`config.mk`:
```
export PLATFORM = sky130hd
export DESIGN_NAME = muldiv_sched_flat
export DESIGN_NICKNAME = d
export VERILOG_FILES = /design/src/rtl/muldiv_sched_if.sv /design/src/rtl/muldiv_sched.sv /design/src/flat_wrapper.sv
export SDC_FILE = /design/constraint.sdc
export NUM_CORES = 1
export LEC_CHECK = 0
export CAP_MARGIN = 20
export CORE_ASPECT_RATIO = 1.1
export CORE_MARGIN = 4
export CORE_UTILIZATION = 25
export CTS_CLUSTER_DIAMETER = 40
export DETAILED_ROUTE_END_ITERATION = 8
export PLACE_DENSITY = 0.56
export SYNTH_ARGS = -nofsm -noshare
export SYNTH_HDL_FRONTEND = slang
export SYNTH_SLANG_ARGS = --single-unit
```
`constraint.sdc`:
```
create_clock -name clk -period 3.6 [get_ports clk]
set_input_delay 0.36 -clock clk [delete_from_list [all_inputs] [get_ports clk]]
set_output_delay 0.36 -clock clk [all_outputs]
set_load 0.1 [all_outputs]
```
`src/rtl/muldiv_sched_if.sv`:
```
// Handshake bundle between the EX stage and the HI/LO sequencer.
// master = EX-stage side (drives requests), slave = muldiv_sched.
interface muldiv_sched_if;
    logic       req_valid;
    logic [2:0] req_op;
    logic       flush;
    logic       xalu_start;
    logic [2:0] xalu_op;
    logic [1:0] hilo_we;
    logic       hilo_sel;
    logic       stall;
    logic       busy;
    logic       done;
    logic       xalu_abort;

    modport master (
        output req_valid, req_op, flush,
        input  xalu_start, xalu_op, hilo_we, hilo_sel,
        input  stall, busy, done, xalu_abort
    );

    modport slave (
        input  req_valid, req_op, flush,
        output xalu_start, xalu_op, hilo_we, hilo_sel,
        output stall, busy, done, xalu_abort
    );
endinterface

```
`src/rtl/muldiv_sched.sv`:
```
// HI/LO unit sequencer: launches mult/div, times them, raises stall.
// Ports: clk, reset (async active-low), bus (muldiv_sched_if.slave).
// Option: MULDIV_ABORT_EN lets flush in RUN abort the operation.
module muldiv_sched #(
    parameter int MULT_CYCLES = 5,
    parameter int DIV_CYCLES  = 10
) (
    input  logic           clk,
    input  logic           reset,
    muldiv_sched_if.slave  bus
);
    localparam int MAXC = (MULT_CYCLES > DIV_CYCLES) ? MULT_CYCLES
                                                     : DIV_CYCLES;
    localparam int CW   = ($clog2(MAXC) > 4) ? $clog2(MAXC) : 4;

    typedef enum logic {IDLE, RUN} state_t;

    state_t        state_q, state_d;
    logic [CW-1:0] cnt_q, cnt_d;
    // Low during reset and the first cycle after release; masks outputs.
    logic          rdy_q, rdy_d;

    logic       xalu_start;
    logic [2:0] xalu_op;
    logic [1:0] hilo_we;
    logic       hilo_sel;
    logic       stall;
    logic       done;
    logic       xalu_abort;

    always_comb begin
        state_d    = state_q;
        cnt_d      = cnt_q;
        rdy_d      = 1'b1;
        xalu_start = 1'b0;
        xalu_op    = 3'd0;
        hilo_we    = 2'b00;
        hilo_sel   = 1'b0;
        stall      = 1'b0;
        done       = 1'b0;
        xalu_abort = 1'b0;
        unique case (state_q)
            IDLE: begin
                if (rdy_q && bus.req_valid) begin
                    unique case (1'b1)
                        // mfhi/mflo: read select only, flush-agnostic
                        (bus.req_op[2:1] == 2'b11): begin
                            hilo_sel = ~bus.req_op[0];
                        end
                        bus.flush: begin
                        end
                        !bus.req_op[2]: begin
                            xalu_start = 1'b1;
                            xalu_op    = bus.req_op;
                            state_d    = RUN;
                            cnt_d      = bus.req_op[1]
                                       ? CW'(DIV_CYCLES - 1)
                                       : CW'(MULT_CYCLES - 1);
                        end
                        default: begin
                            hilo_we = bus.req_op[0] ? 2'b01 : 2'b10;
                        end
                    endcase
                end
            end
            RUN: begin
                stall = bus.req_valid;
`ifdef MULDIV_ABORT_EN
                if (bus.flush) begin
                    xalu_abort = 1'b1;
                    state_d    = IDLE;
                    cnt_d      = '0;
                end else if (cnt_q == '0) begin
                    done    = 1'b1;
                    state_d = IDLE;
                end else begin
                    cnt_d = cnt_q - CW'(1);
                end
`else
                if (cnt_q == '0) begin
                    done    = 1'b1;
                    state_d = IDLE;
                end else begin
                    cnt_d = cnt_q - CW'(1);
                end
`endif
            end
            default: begin
                state_d = IDLE;
                cnt_d   = '0;
            end
        endcase
    end

    always_ff @(posedge clk or negedge reset) begin
        if (!reset) begin
            state_q <= IDLE;
            cnt_q   <= '0;
            rdy_q   <= 1'b0;
        end else begin
            state_q <= state_d;
            cnt_q   <= cnt_d;
            rdy_q   <= rdy_d;
        end
    end

    assign bus.xalu_start = xalu_start;
    assign bus.xalu_op    = xalu_op;
    assign bus.hilo_we    = hilo_we;
    assign bus.hilo_sel   = hilo_sel;
    assign bus.stall      = stall;
    assign bus.busy       = (state_q == RUN);
    assign bus.done       = done;
    assign bus.xalu_abort = xalu_abort;
endmodule

```
`src/flat_wrapper.sv`:
```
// flat-port wrapper written by rule: the top's interface ports become plain ports
module muldiv_sched_flat 
#(
    parameter int MULT_CYCLES = 5,
    parameter int DIV_CYCLES  = 10
)
  (clk, reset, bus_req_valid, bus_req_op, bus_flush, bus_xalu_start, bus_xalu_op, bus_hilo_we, bus_hilo_sel, bus_stall, bus_busy, bus_done, bus_xalu_abort);
  muldiv_sched_if bus_i ();
  input  logic clk;
  input  logic reset;
  input wire logic [$bits(bus_i.req_valid)-1:0] bus_req_valid;
  input wire logic [$bits(bus_i.req_op)-1:0] bus_req_op;
  input wire logic [$bits(bus_i.flush)-1:0] bus_flush;
  output wire logic [$bits(bus_i.xalu_start)-1:0] bus_xalu_start;
  output wire logic [$bits(bus_i.xalu_op)-1:0] bus_xalu_op;
  output wire logic [$bits(bus_i.hilo_we)-1:0] bus_hilo_we;
  output wire logic [$bits(bus_i.hilo_sel)-1:0] bus_hilo_sel;
  output wire logic [$bits(bus_i.stall)-1:0] bus_stall;
  output wire logic [$bits(bus_i.busy)-1:0] bus_busy;
  output wire logic [$bits(bus_i.done)-1:0] bus_done;
  output wire logic [$bits(bus_i.xalu_abort)-1:0] bus_xalu_abort;
  assign bus_i.req_valid = bus_req_valid;
  assign bus_i.req_op = bus_req_op;
  assign bus_i.flush = bus_flush;
  assign bus_xalu_start = bus_i.xalu_start;
  assign bus_xalu_op = bus_i.xalu_op;
  assign bus_hilo_we = bus_i.hilo_we;
  assign bus_hilo_sel = bus_i.hilo_sel;
  assign bus_stall = bus_i.stall;
  assign bus_busy = bus_i.busy;
  assign bus_done = bus_i.done;
  assign bus_xalu_abort = bus_i.xalu_abort;
  muldiv_sched #(.MULT_CYCLES(MULT_CYCLES), .DIV_CYCLES(DIV_CYCLES)) u_core (.clk(clk), .reset(reset), .bus(bus_i));
endmodule
```
==> results of run 1 <==
==> power by group through the flow <==
stage / clock network (mW) / logic [mW] / registers (mW)
global route: 0.0695 / 0.299 / 0.140
floorplan: 0 / 0.184 / 0.165
detailed placement: 0 / 0.276 / 0.133
finish: 0.0600 / 0.274 / 0.132
CTS: 0.0630 / 0.277 / 0.133
global placement: 0 / 0.274 / 0.134
==> synthesized netlist by cell type, types with 2 or more instances <==
library cell	n	area (um^2)
buf_4	2	15.0
o221ai_1	2	17.5
inv_1	4	15.0
ha_1	2	25.0
dfrtp_1	6	150
nand2_1	3	11.3
conb_1	2	7.51
o21ai_0	2	10.0
and2_2	2	15.0
mux2i_1	2	20.0
nand3_1	2	10.0
==> metrics by stage <==
stage	power [mW]	setup slack, ps	hold slack (ps)	instance area [um^2]
CTS	0.473	1310	366	591
global route	0.508	1260	375	591
detailed placement	0.410	1480	557	568
floorplan	0.349	259	64.4	432
finish	0.466	1340	359	591
global placement	0.408	1520	561	568
==> how the worst min path moves through the flow <==
stage                         start              end
global placement    u_core.cnt_q[1]  u_core.cnt_q[1]
detailed placement  u_core.cnt_q[1]  u_core.cnt_q[1]
floorplan                     reset  u_core.bus.busy
CTS                           reset  u_core.cnt_q[2]
global route                  reset  u_core.cnt_q[2]
finish                        reset  u_core.cnt_q[2]
==> registers in the layout (all words and copies together), names as in the netlist <==
register,count
u_core.rdy_q,1
u_core.cnt_q,4
u_core.bus.busy,1
==> cells by family after synthesis <==
group                    count (synthesis)  synth area share, %
multiplexers                             2                 4.88
buffers and inverters                    7                 8.23
flip-flops                               6                 36.6
adder cells (fa/ha/maj)                  2                 6.10
AND/OR/NAND/NOR                         18                 32.6
other                                    2                 1.83
AO/OA/AOI/OAI                            6                 9.76
==> metal layers <==
layer	up-vias	track usage (%)
met3	0	5.73
met5	-	0
met4	0	0
met2	7	11.9
li1	182	-
met1	167	11.9
==> final cells by class <==
cell class	count	area, um^2
Inverter	5	18.8
Sequential cell	6	150
Clock buffer	3	22.5
Multi-Input combinational cell	31	248
Timing Repair Buffer	15	130
Tap cell	17	21.3
Fill cell	156	967
==> results.py, run 1 <==
metrics = {
    "pwr": {
        "vdd_drop_max_mv": 0.303,
        "swShare_pct": 51.4,
        "power.share.clock_pct": 12.9,
        "cell_internal_pwr_mw": 0.227,
        "power_density_nw_per_um2": 789,
        "netSwitchingPower_mw": 0.239,
        "comb_power_share_pct": 58.8,
        "pwr-share-seq_pct": 28.4,
        "leakagePower_nw": 0.277,
    },
    "place": {
        "portBuffers": 15,
        "place.gp.congestion": 0.778,
        "place_inst": 74,
        "dp_hpwl_um": 728,
    },
    "drt": {
        "ant_nets": 0,
        "wl_met1_um": 397,
        "first_pass_iters": 4,
        "drc": 0,
        "met3WireLength_um": 48,
        "routed.top_layer": "met3",
        "vias": 356,
        "drtIter0Drc": 7,
        "route.met2.wl_um": 439,
        "wl_per_cell_um": 11.5,
        "finalWirelength_um": 884,
        "via_per_inst": 4.62,
    },
    "floorplanning": {
        "num_rows": 15,
        "dieArea_um2": 2350,
        "die_width_um": 46.6,
        "start_util_pct": 26.3,
        "die_h_um": 50.5,
        "ios": 18,
        "core_area_um2": 1560,
    },
    "global_route": {
        "grt_max_degree": 10,
        "first_global_vias": 346,
        "grt_pass1_wl_um": 1490,
        "antenna_found_initial": 0,
        "overflow": 0,
        "grt_usage_pct": 8.58,
    },
    "worst_setup_path": {
        "path_delay_family": "buffers and inverters",
        "crit_chain": "clkdlybuf4s50_1",
        "crit_buf_inv": 1,
        "start_kind": "flop",
        "cpPeakStageDelay_ps": 1190,
        "reg2regPathDepth": 5,
        "critPathLaunch": "u_core.bus.busy",
        "crit_type": "flop to output pin",
        "crit_required_ps": 3240,
        "cp-endpoint": "bus_busy",
        "cp_data_arrival_time_ps": 1900,
        "cp_slowest_cell": "clkdlybuf4s50_1",
        "crit_path_end_kind": "output pin",
        "path_max_fanout": 9,
        "r2r-start": "u_core.cnt_q[0]",
        "cp.depth": 1,
        "timing.rr.end": "u_core.cnt_q[0]",
        "rrSetupSlack_ps": 2190,
    },
    "clock_tree": {
        "cts.sinks": 6,
        "cts_buffers": 3,
        "hold_buffers": 0,
        "post_cts_buffers": 0,
        "clk_latency_ps": 240,
        "htreeDepth": 1,
        "cts_tree": "yes",
        "cts-root-buf": "clkbuf_4",
        "clkTransAtPathRegs_ps": 50,
        "clk_path_buf_depth": 2,
        "cts_resized": 0,
    },
    "synthesis": {
        "synth_seq_cells": 6,
        "synth-warning-count": 0,
        "synthArstFlopShare_pct": 100,
        "synthesis.area_um2": 410,
        "synth_seq_area_share_pct": 36.6,
        "syn_area_per_cell_um2": 9.54,
        "syn_inst": 43,
        "synth-main-ff-cell": "dfrtp_1",
        "synthDistinctLibCells": 25,
        "synth_edf_count": 0,
    },
    "sta": {
        "worst_pin_slew_ps": 961,
        "hold_violations": 0,
        "fin_crit_sh_pct": 62.8,
        "fmax_mhz": 442,
        "setup_viol": 0,
        "clock_skew_ps": 5.70,
        "maxSlewViolCount": 0,
        "fin_crit_ps": 2260,
        "grt_setup_unrepaired": "no",
        "tns_ps": 0,
        "slew_headroom_pct": 35.7,
    },
    "worst_hold_path": {
        "hp-class": "input pin to async pin",
    },
    "finish": {
        "num-nets-final": 71,
        "fin_util_pct": 37.9,
        "finalNonFillerCells": 77,
        "insertedDiodeCount": 0,
        "syn_to_final_growth_pct": 43.9,
        "final_common_cell": "buf_4",
        "final_cell_mix": "8 x buf_4, 7 x clkdlybuf4s50_1, 6 x dfrtp_1, 4 x inv_1",
        "drive_above_1_share_pct": 31.7,
    },
    "run_status": {
        "status": "finished, final reports clean",
    },
    "job": {
        "drv_cap": 0,
    },
}
Power figures use the tool's default switching activity.
==> inputs of run 2 (changes only) <==
--- a/config.mk
+++ b/config.mk
@@ -11,7 +11,7 @@
 export CORE_UTILIZATION = 25
 export CTS_CLUSTER_DIAMETER = 40
 export DETAILED_ROUTE_END_ITERATION = 8
-export PLACE_DENSITY = 0.56
+export PLACE_DENSITY = 0.58
 export SYNTH_ARGS = -nofsm -noshare
 export SYNTH_HDL_FRONTEND = slang
 export SYNTH_SLANG_ARGS = --single-unit
==> constraint.sdc (replaced) <==
create_clock -name clk -period 2 [get_ports clk]
set_input_delay 0.2 -clock clk [delete_from_list [all_inputs] [get_ports clk]]
set_output_delay 0.2 -clock clk [all_outputs]
set_load 0.1 [all_outputs]
==> run 2 against run 1 <==
Sequential power increased by 85%. Highest routed layer unchanged. Die area unchanged. Count of clock-buffer cells in the layout increased by 1. Critical path depth grew 4. Hold slack worse by 170 ps. Largest power group unchanged. Critical path type unchanged.
==> results.py, run 2 (same netlist as run 1, synthesis figures left out) <==
metrics = {
    "run_status": {
        "status": "finished, final reports clean",
    },
    "place": {
        "place_area_um2": 702,
        "dp_hpwl_um": 752,
        "place_inst": 74,
        "portBuffers": 15,
        "place.gp.congestion": 0.658,
    },
    "finish": {
        "regMostFlops": "u_core.cnt_q",
        "syn_to_final_growth_pct": 79.3,
        "drive_above_1_share_pct": 40.3,
        "fillerInstances": 141,
        "insertedDiodeCount": 0,
        "finalNonFillerCells": 79,
        "largest_reg_flops": 4,
        "fin_area_um2": 736,
        "final_cell_mix": "8 x buf_12, 6 x clkdlybuf4s50_1, 5 x dfrtp_1",
        "final_common_cell": "buf_12",
        "num-nets-final": 72,
    },
    "pwr": {
        "comb_power_share_pct": 60.4,
        "power_density_nw_per_um2": 1240,
        "netSwitchingPower_mw": 0.445,
        "vdd_drop_max_mv": 0.457,
        "power_mw": 0.910,
        "leakagePower_nw": 0.309,
        "swShare_pct": 49.0,
        "cell_internal_pwr_mw": 0.464,
        "power.share.clock_pct": 12.7,
        "pwr-share-seq_pct": 26.8,
    },
    "worst_setup_path": {
        "timing.rr.end": "u_core.cnt_q[0]",
        "crit_path_end_kind": "output pin",
        "crit_required_ps": 1800,
        "cpPeakStageDelay_ps": 510,
        "crit_chain": "inv_2, nand4_1, buf_4, nor4b_4, buf_12",
        "rrSetupSlack_ps": 620,
        "start_kind": "flop",
        "r2r-start": "u_core.cnt_q[0]",
        "reg2regPathDepth": 5,
        "path_max_fanout": 9,
        "crit_type": "flop to output pin",
        "cp_data_arrival_time_ps": 1590,
        "cp_slowest_cell": "dfrtp_4",
    },
    "floorplanning": {
        "core_area_um2": 1560,
        "dieArea_um2": 2350,
        "die_width_um": 46.6,
        "num_rows": 15,
        "ios": 18,
        "die_h_um": 50.5,
        "start_util_pct": 26.3,
    },
    "global_route": {
        "antenna_found_initial": 0,
        "first_global_vias": 344,
        "grt_max_degree": 10,
        "overflow": 0,
        "grt_pass1_wl_um": 1410,
        "grt_usage_pct": 8.53,
    },
    "clock_tree": {
        "htreeDepth": 1,
        "clkTransAtPathRegs_ps": 50,
        "clk_latency_ps": 240,
        "cts-root-buf": "clkbuf_4",
        "cts.sinks": 6,
        "cts_tree": "yes",
        "cts_buffers": 3,
        "clk_path_buf_depth": 2,
    },
    "drt": {
        "ant_nets": 0,
        "vias": 364,
        "first_pass_iters": 4,
        "finalWirelength_um": 849,
        "via_per_inst": 4.61,
        "drtIter0Drc": 3,
        "drc": 0,
        "wl_per_cell_um": 10.7,
    },
    "job": {
        "drv_cap": 0,
    },
    "worst_hold_path": {
        "hp-class": "input pin to async pin",
    },
    "sta": {
        "setup_viol": 0,
        "fin_crit_sh_pct": 89.4,
        "clock_skew_ps": 5.61,
        "hold_violations": 0,
        "fin_crit_ps": 1790,
        "tns_ps": 0,
        "fmax_mhz": 560,
        "maxSlewViolCount": 0,
        "grt_setup_unrepaired": "no",
    },
}
-- run 2: through the flow --
step | util [%] | worst slack [ps] | hold slack, ps
after CTS | 46.7 | 66.5 | 188
after global routing | 47.2 | 58.6 | 200
after global placement | 45.1 | 194 | 455
after floorplan | - | -330 | -95.6
after detailed placement | 45.1 | 173 | 454
final | 47.2 | 213 | 190
-- run 2: how the worst max path moves through the flow --
stage | end | startpoint | slack [ps]
after floorplan | bus_hilo_we[0] | u_core.bus.busy | -330
after global placement | bus_hilo_we[0] | bus_req_valid | 190
after detailed placement | bus_hilo_we[0] | bus_req_valid | 170
after CTS | bus_hilo_we[0] | u_core.bus.busy | 70
after global routing | bus_done | u_core.cnt_q[0] | 60
final | bus_hilo_we[0] | u_core.bus.busy | 210
-- run 2: power by group through the flow --
stage	sequential [mW]	combinational (mW)	clock, mW
floorplan	0.306	0.337	0
global placement	0.246	0.549	0
detailed placement	0.247	0.553	0
CTS	0.245	0.554	0.124
global route	0.254	0.591	0.134
finish	0.244	0.550	0.116
-- run 2: critical path: cells and delay by family, from the launching register on --
family | cells | cell delay, ps
buffers and inverters | 3 | 480
AND/OR/NAND/NOR | 2 | 350
flip-flops | 1 | 510
-- run 2: timing repair --
item	CTS	global route
gates resized for setup	0	0
setup buffers	0	1
hold buffers	0	0
endpoints found under the setup margin	0	1
-- run 2: layout make-up --
| class | count | area, um^2 | share of cell area (%) |
|---|---|---|---|
| Timing Repair Buffer | 16 | 235 | 32.0 |
| Inverter | 5 | 25.0 | 3.40 |
| Sequential cell | 6 | 154 | 20.9 |
| Multi-Input combinational cell | 31 | 274 | 37.2 |
| Tap cell | 17 | 21.3 | 2.89 |
| Clock buffer | 4 | 26.3 | 3.57 |
-- run 2: per-layer routing --
metal | global-route usage, % | vias up | wire, um
met4 | 6.91 | 0 | 0
met5 | 0 | - | 0
met2 | 13.1 | 16 | 435
met3 | 1.43 | 0 | 78
met1 | 9.96 | 160 | 335
li1 | - | 188 | -
==> inputs of run 3 (changes only) <==
--- a/config.mk
+++ b/config.mk
@@ -6,12 +6,11 @@
 export NUM_CORES = 1
 export LEC_CHECK = 0
 export CAP_MARGIN = 20
-export CORE_ASPECT_RATIO = 1.1
-export CORE_MARGIN = 4
-export CORE_UTILIZATION = 25
+export CORE_AREA = 4 4 41 43
 export CTS_CLUSTER_DIAMETER = 40
 export DETAILED_ROUTE_END_ITERATION = 8
-export PLACE_DENSITY = 0.58
+export DIE_AREA = 0 0 45 47
+export PLACE_DENSITY = 0.68
 export SYNTH_ARGS = -nofsm -noshare
 export SYNTH_HDL_FRONTEND = slang
 export SYNTH_SLANG_ARGS = --single-unit
==> run 3 against run 2 <==
Global-route usage up 1.5 points. Hold slack better by 2.7 ps. Design area down 1.4%. Via count up 6.9%. Combinational power about the same. Largest cell class unchanged.
==> results.py, run 3 (same netlist as run 1, synthesis figures left out) <==
metrics = {
    "clock_tree": {
        "post_cts_buffers": 0,
        "cts_buffers": 3,
        "hold_buffers": 0,
        "cts_resized": 0,
        "clk_latency_ps": 250,
        "cts_tree": "yes",
        "htreeDepth": 1,
        "cts.sinks": 6,
        "clkTransAtPathRegs_ps": 60,
        "cts-root-buf": "clkbuf_4",
        "clk_path_buf_depth": 2,
    },
    "drt": {
        "finalWirelength_um": 929,
        "ant_nets": 0,
        "vias": 389,
        "drtIter0Drc": 11,
        "routed.top_layer": "met3",
        "met3WireLength_um": 56,
        "via_per_inst": 5.12,
        "wl_met1_um": 387,
        "route.met2.wl_um": 484,
        "wl_per_cell_um": 12.2,
        "first_pass_iters": 4,
        "drc": 0,
    },
    "worst_setup_path": {
        "path_delay_family": "simple AND/OR/NAND/NOR gates",
        "crit_required_ps": 1800,
        "crit_path_end_kind": "output pin",
        "crit_chain": "inv_2, nand4_1, nor4b_4, buf_12",
        "cp_slowest_cell": "dfrtp_4",
        "start_kind": "flop",
        "path_max_fanout": 9,
        "cpPeakStageDelay_ps": 520,
        "cp_data_arrival_time_ps": 1720,
        "crit_type": "flop to output pin",
        "crit_buf_inv": 2,
    },
    "pwr": {
        "power_mw": 0.926,
        "power_density_nw_per_um2": 1280,
        "leakagePower_nw": 0.305,
        "vdd_drop_max_mv": 1.10,
    },
    "sta": {
        "fin_crit_ps": 1920,
        "grt_setup_unrepaired": "no",
        "setup_viol": 0,
        "clock_skew_ps": 8.02,
        "hold_violations": 0,
        "maxSlewViolCount": 0,
        "fin_crit_sh_pct": 95.8,
        "fmax_mhz": 522,
        "tns_ps": 0,
        "final.setup.worst_slack_ps": 83.5,
    },
    "global_route": {
        "overflow": 0,
        "antenna_found_initial": 0,
        "grt_pass1_wl_um": 1570,
        "first_global_vias": 397,
        "grt_max_degree": 10,
        "grt_usage_pct": 10.0,
    },
    "finish": {
        "multi_input_area_um2": 274,
        "finalNonFillerCells": 76,
        "fin_util_pct": 55.8,
        "syn_to_final_growth_pct": 76.8,
        "final_common_cell": "buf_12",
        "drive_above_1_share_pct": 39.3,
        "fillerInstances": 120,
        "num-nets-final": 71,
        "final_cell_mix": "8 x buf_12, 6 x clkdlybuf4s50_1, 5 x dfrtp_1",
        "insertedDiodeCount": 0,
        "largest_reg_flops": 4,
        "regMostFlops": "u_core.cnt_q",
        "seqCellArea_um2": 154,
    },
    "floorplanning": {
        "num_rows": 13,
        "core_area_um2": 1300,
        "die_width_um": 45,
        "ios": 18,
        "die_h_um": 47,
        "dieArea_um2": 2120,
        "start_util_pct": 31.5,
    },
    "place": {
        "place.gp.congestion": 0.769,
        "place_inst": 72,
        "dp_slack_ps": 172,
        "dp_hpwl_um": 765,
        "portBuffers": 15,
    },
    "job": {
        "drv_cap": 0,
    },
    "run_status": {
        "status": "finished, final reports clean",
    },
    "worst_hold_path": {
        "hp-class": "input pin to async pin",
    },
}
## run 3: cell type report
class | instances | share of cell area (%)
Timing Repair Buffer | 15 | 31.4
Tap cell | 15 | 2.59
Multi-Input combinational cell | 31 | 37.8
Clock buffer | 4 | 3.62
Inverter | 5 | 3.45
Sequential cell | 6 | 21.2
## run 3: layer usage
layer,vias to the layer above,global-route usage (%)
li1,183,-
met1,192,12.0
met2,14,18.1
met3,0,2.68
met4,0,1.75
met5,-,0
## run 3: path summary, 6_finish.rpt
check,start,endpoint,slack [ps],depth (start not counted)
worst min-delay path,reset,u_core.bus.busy,190,1
worst max-delay path,u_core.bus.busy,bus_hilo_we[0],80,4
max in group asynchronous,reset,u_core.bus.busy,1570,1
worst max register to register,u_core.cnt_q[0],u_core.cnt_q[2],570,5
min in group clk,u_core.cnt_q[1],u_core.cnt_q[1],560,2
worst min register to register,u_core.cnt_q[1],u_core.cnt_q[1],560,2
## run 3: worst register-to-register path: cells and delay by family (launching register included)
family / cells / cell delay, ps
AND/OR/NAND/NOR: 2 / 490
flip-flops: 1 / 420
adder cells (fa/ha/maj): 1 / 170
AO/OA/AOI/OAI: 1 / 140
buffers and inverters: 1 / 100
## run 3: where the power goes
part           leakage (nW)  switching (mW)  internal [mW]  total (mW)
clock                0.0150          0.0513         0.0761       0.127
combinational         0.218           0.342          0.207       0.548
sequential           0.0718          0.0689          0.181       0.250
total                 0.305           0.462          0.464       0.926
## run 3: stage by stage
| step | instance area (um^2) | hold slack (ps) |
|---|---|---|
| floorplan | 468 | -95.6 |
| detailed placement | 699 | 460 |
| finish | 726 | 193 |
| CTS | 726 | 196 |
| global route | 726 | 204 |
| global placement | 699 | 461 |
